<file path="config.mk">
export PLATFORM = sky130hd
export DESIGN_NAME = fmulsu_div
export DESIGN_NICKNAME = d
export VERILOG_FILES = /design/src/rtl/fmulsu_div.sv
export SDC_FILE = /design/constraint.sdc
export NUM_CORES = 1
export LEC_CHECK = 0
export BUFFER_PORTS_ARGS = -buffer_cell sky130_fd_sc_hd__buf_2
export CAP_MARGIN = 5
export CELL_PAD_IN_SITES_DETAIL_PLACEMENT = 1
export CELL_PAD_IN_SITES_GLOBAL_PLACEMENT = 1
export CORE_MARGIN = 2
export CORE_UTILIZATION = 43
export CTS_CLUSTER_DIAMETER = 80
export DETAILED_ROUTE_END_ITERATION = 12
export PLACE_DENSITY = 0.8
export SLEW_MARGIN = 20
export SYNTH_ARGS = -nofsm -noshare
export SYNTH_HDL_FRONTEND = slang
export SYNTH_SLANG_ARGS = --single-unit
export TNS_END_PERCENT = 10
</file>
<file path="constraint.sdc">
create_clock -name i_clk -period 2.5 [get_ports i_clk]
set_clock_uncertainty 0.1 [all_clocks]
set_input_delay 0.125 -clock i_clk [delete_from_list [all_inputs] [get_ports i_clk]]
set_output_delay 0.125 -clock i_clk [all_outputs]
set_load 0.01 [all_outputs]
</file>
<file path="src/rtl/fmulsu_div.sv">
// rtl/fmulsu_div.sv - sequential restoring fractional divider, inverse of FMULSU
module fmulsu_div #(
    parameter int W = 8
) (
    input  logic         i_clk,
    input  logic         i_rst,
    input  logic         i_start,
    input  logic [W-1:0] i_r1,
    input  logic [W-1:0] i_r0,
    input  logic [W-1:0] i_rr,
    output logic         o_busy,
    output logic         o_done,
    output logic [W-1:0] o_q,
    output logic         o_ovf,
    output logic         o_dz
);

    typedef enum logic [1:0] {
        S_IDLE = 2'd0,
        S_CALC = 2'd1,
        S_FIX  = 2'd2,
        S_DONE = 2'd3
    } state_t;

    // Counter covers one setup step (0) plus 2*W quotient-bit steps (1..2W).
    localparam int CW = $clog2(2 * W + 1);
    localparam logic [CW-1:0]  LAST_STEP = CW'(2 * W);
    localparam logic [2*W-1:0] POS_MAX   = (2*W)'((1 << (W - 1)) - 1);
    localparam logic [2*W-1:0] NEG_MAX   = (2*W)'(1 << (W - 1));

    state_t         state_q, state_d;
    logic [CW-1:0]  cnt_q, cnt_d;
    logic [2*W-1:0] dvd_q, dvd_d;    // raw dividend, then |D|, then shifts into quotient
    logic [W:0]     dvs_q, dvs_d;    // 2*V, the effective divisor
    logic [W:0]     rem_q, rem_d;    // partial remainder, always < 2*V
    logic           neg_q, neg_d;
    logic [W-1:0]   q_q, q_d;
    logic           ovf_q, ovf_d;
    logic           dz_q, dz_d;

    logic [W+1:0]   trial;
    logic           fits;

    // Shift the next dividend bit into the remainder and test against the divisor.
    always_comb begin
        trial = {rem_q, dvd_q[2*W-1]};
        fits  = (trial >= {1'b0, dvs_q});
    end

    // Next-state and datapath control; back-to-back starts are accepted in DONE.
    always_comb begin
        state_d = state_q;
        cnt_d   = cnt_q;
        dvd_d   = dvd_q;
        dvs_d   = dvs_q;
        rem_d   = rem_q;
        neg_d   = neg_q;
        q_d     = q_q;
        ovf_d   = ovf_q;
        dz_d    = dz_q;
        case (state_q)
            S_IDLE, S_DONE: begin
                state_d = S_IDLE;
                if (i_start) begin
                    dvd_d   = {i_r1, i_r0};
                    dvs_d   = {i_rr, 1'b0};
                    cnt_d   = '0;
                    state_d = S_CALC;
                end
            end
            S_CALC: begin
                cnt_d = cnt_q + 1'b1;
                if (cnt_q == '0) begin
                    // Setup step: take the magnitude; 0x8000 maps onto itself.
                    neg_d = dvd_q[2*W-1];
                    dvd_d = dvd_q[2*W-1] ? ('0 - dvd_q) : dvd_q;
                    rem_d = '0;
                end else begin
                    rem_d = fits ? (trial[W:0] - dvs_q) : trial[W:0];
                    dvd_d = {dvd_q[2*W-2:0], fits};
                    if (cnt_q == LAST_STEP) begin
                        state_d = S_FIX;
                    end
                end
            end
            S_FIX: begin
                state_d = S_DONE;
                ovf_d   = 1'b0;
                dz_d    = 1'b0;
                if (dvs_q == '0) begin
                    dz_d = 1'b1;
                    q_d  = neg_q ? {1'b1, {(W-1){1'b0}}} : {1'b0, {(W-1){1'b1}}};
                end else if (neg_q) begin
                    if (dvd_q > NEG_MAX) begin
                        ovf_d = 1'b1;
                        q_d   = {1'b1, {(W-1){1'b0}}};
                    end else begin
                        q_d = '0 - dvd_q[W-1:0];
                    end
                end else begin
                    if (dvd_q > POS_MAX) begin
                        ovf_d = 1'b1;
                        q_d   = {1'b0, {(W-1){1'b1}}};
                    end else begin
                        q_d = dvd_q[W-1:0];
                    end
                end
            end
            default: state_d = S_IDLE;
        endcase
    end

    // State and datapath registers; reset aborts any running operation.
    always_ff @(posedge i_clk) begin
        if (i_rst) begin
            state_q <= S_IDLE;
            cnt_q   <= '0;
            dvd_q   <= '0;
            dvs_q   <= '0;
            rem_q   <= '0;
            neg_q   <= 1'b0;
            q_q     <= '0;
            ovf_q   <= 1'b0;
            dz_q    <= 1'b0;
        end else begin
            state_q <= state_d;
            cnt_q   <= cnt_d;
            dvd_q   <= dvd_d;
            dvs_q   <= dvs_d;
            rem_q   <= rem_d;
            neg_q   <= neg_d;
            q_q     <= q_d;
            ovf_q   <= ovf_d;
            dz_q    <= dz_d;
        end
    end

    assign o_busy = (state_q == S_CALC) || (state_q == S_FIX);
    assign o_done = (state_q == S_DONE);
    assign o_q    = q_q;
    assign o_ovf  = ovf_q;
    assign o_dz   = dz_q;

endmodule

</file>
==> out/qor.csv <==
stage;metric;value;unit
worst_setup_path;cp-start-kind;flip-flop;
global_routing;grt_pass1_vias;3478;
timing;max_freq;0.414;GHz
power;leakage;0.00147;uW
logic_synthesis;syn-cell-area;0.00333;mm^2
die;ios;39;
die;die_h;92.0;um
routing;drt_wl_total;10200;um
global_routing;antenna_found_initial;0;
timing;tightest_slew;0.564;ns
finish;antenna_cells;0;
timing;relSlewSlack;62.1;%
timing;min_period_over_period;96.6;%
timing;drv_slew;0;
placed_design;port_buffers;38;
timing;min_period;2.41;ns
logic_synthesis;synth_edf_count;0;
die;die_w;92.0;um
placed_design;dp.cells;568;
cts;cts_buffers;5;
global_routing;use_met2;41.2;%
die;rows;32;
global_routing;grt_usage;24.7;%
timing;fin_tns_setup;0;ns
global_routing;grt_overflow_total;0;
logic_synthesis;synthFlopType;dfxtp_1;
global_routing;grt_pass1_wl;17100;um
finish;fillers;992;
routing;drc_errors;0;
timing;setup_viol;0;
routing;drt_pass1_iterations;4;
cts;cts.clk_slew.worst_paths;0.10;ns
finish;syn_to_final_growth;15.1;%
power;ir_drop;466;uV
placed_design;gp_congestion;0.871;
logic_synthesis;async_flop_share;0;%
routing;ant_nets;0;
cts;clk_latency;0.31;ns
global_routing;use_met1;34.6;%
timing;holdWs;-0.00430;ns
placed_design;hpwl;7790;um
logic_synthesis;synth-seq-area-share;30.6;%
logic_synthesis;syn_nets;476;
worst_setup_path;end_kind;flip-flop;
status;outcome;complete, but fails checks;
logic_synthesis;ys_ff_latch;51;
die;initial_core_util;43.8;%
worst_setup_path;critPathRequiredTime;2.60;ns
finish;fin_cells;583;
routing;drt_iter0_markers;151;
finish;fin_nets;522;
routing;via_per_inst;5.99;
cts;clockBufferDepth;2;
logic_synthesis;synth_cell_type_count;64;
run;drv_cap;0;
routing;vias;3491;
finish;final_layout_size_suffix_gt1_share;16.4;%
worst_setup_path;critPathMaxFanout;6;
timing;hold_viol;1;
status;failed_checks;hold timing;
global_routing;grt_util_met3;2.30;%
cts;cts_root_buf;clkbuf_8;
die;core_area;0.00761;mm^2
routing;drt-wirelength-per-cell;17.5;um
cts;cts_tree;built;
die;dieArea;0.00847;mm^2
min_path;hold_path.class;input pin to flip-flop;
global_routing;grt_max_degree;21;
cts;htreeDepth;2;
logic_synthesis;yosysWarnings;0;
worst_setup_path;critPathKind;flip-flop to flip-flop;
cts;clock-sinks;51;
finish;final_core_util;50.4;%
worst_setup_path;reg2reg_depth;7;
logic_synthesis;synth_area_per_cell;7.68;um^2
power;cellPowerDensity;1230;mW/mm^2
logic_synthesis;syn_inst;434;
worst_setup_path;cp.arrival;2.51;ns
timing;rsz0062_at_grt;no;
cts;cts_setup_buffers;0;
min_path;worstHoldPathCells;3;
global_routing;top_usage_layer;met2;
==> flip-flops by register name, summed over array words and instances, names as in the netlist <==
signal and cells:
dvd_q 16, rem_q 9, o_q 8, dvs_q 8
cnt_q 5, o_dz 1, o_ovf 1, state_q 2
neg_q 1
==> what timing repair did <==
action | CTS | global route
resized for setup | 0 | 3
hold buffers | 7 | 0
hold endpoints to repair | 7 | 0
endpoints found under the setup margin | 0 | 2
==> cell type report <==
type / instances / area (um^2) / share of cell area (%)
Timing Repair Buffer: 63 / 395 / 10.3
Clock inverter: 1 / 5.00 / 0.131
Sequential cell: 51 / 1020 / 26.6
Inverter: 28 / 105 / 2.74
Clock buffer: 7 / 76.3 / 1.99
Multi-Input combinational cell: 331 / 2100 / 54.9
Tap cell: 102 / 128 / 3.33
==> final timing paths <==
path / startpoint / to / slack [ns]
setup / recovery: dvd_q[0]$_SDFFE_PP0P_ / o_q[5]$_SDFFE_PP0P_ / 0.09
hold / removal: i_rr[3] / dvs_q[4]$_SDFFE_PP0P_ / -0.004
setup reg to reg: dvd_q[0]$_SDFFE_PP0P_ / o_q[5]$_SDFFE_PP0P_ / 0.09
hold reg to reg: o_ovf$_SDFFE_PP0P_ / o_ovf$_SDFFE_PP0P_ / 0.36
==> cells in the final DEF, fill, tap and decap left out, drive strengths merged, types with 8 or more instances in the layout <==
cell    count
dfxtp      51
nor2       35
xnor2       8
nor3       16
buf        56
nand2      58
o211ai     23
inv        28
nand3      12
ha         14
a21oi      41
o21ai      18
a211oi     10
==> stage by stage <==
stage	area [um^2]	hold slack, ns	total power [uW]	setup slack [ns]
2_1_floorplan	3330	0.161	3300	0.358
3_3_place_gp	3670	0.274	4080	0.238
3_5_place_dp	3670	0.279	4170	0.138
4_1_cts	3820	0.000779	4680	0.100
5_1_grt	3830	0.00414	5090	0.00276
6_report	3830	-0.00430	4730	0.0851
==> Yosys cell counts (3+ instances only) <==
cell,n,area share [%]
a211oi_1,10,2.3
a21oi_1,40,6.0
a221oi_1,4,1.1
a311oi_1,3,0.79
a31oi_1,7,1.3
and3_1,6,1.1
buf_1,4,0.45
buf_6,3,1.0
clkbuf_1,15,1.7
dfxtp_1,51,31
ha_1,14,5.3
inv_1,28,3.2
nand2_1,58,6.5
nand2b_1,6,1.1
nand3_1,12,1.8
nand4_1,5,0.94
nor2_1,34,3.8
nor3_1,14,2.1
nor4_1,7,1.3
o211ai_1,23,5.2
o21ai_0,17,2.6
o32ai_1,7,1.8
or4b_1,3,0.90
xnor2_1,8,2.1
xor2_1,3,0.79
==> report_power, final <==
group / internal [uW] / switching [uW]
Clock: 198 / 284
Combinational: 1130 / 1850
Sequential: 1030 / 233
Total: 2360 / 2370
==> critical path, cell delays in order (launching register included) <==
cell       delay [ns]
dfxtp_1          0.37
inv_1            0.10
ha_1             0.23
or4b_4           0.53
or2_1            0.27
a21oi_2          0.27
a31oi_1          0.14
a2111oi_2        0.29
==> kinds of logic (layout without fill, tap and decap cells) <==
logic type                 count (synthesis)  count (layout)  synth area share (%)
adders and majority gates                 15              15                  5.86
and+or+nand+nor                          168             168                  25.9
muxes                                      3               3                 0.939
DFF                                       51              51                  30.6
xor gates and xnor gates                  11              11                  2.89
buffers and inverters                     52              99                  6.61
AOI/OAI and AO/OA                        134             134                  27.2
==> routing by layer <==
metal  wire, um  vias to the layer above
li1           -                     1682
met1       4890                     1713
met2       4810                       82
met3        344                       14
met4        143                        0
met5          0                        -
Power figures use the tool's default switching activity.
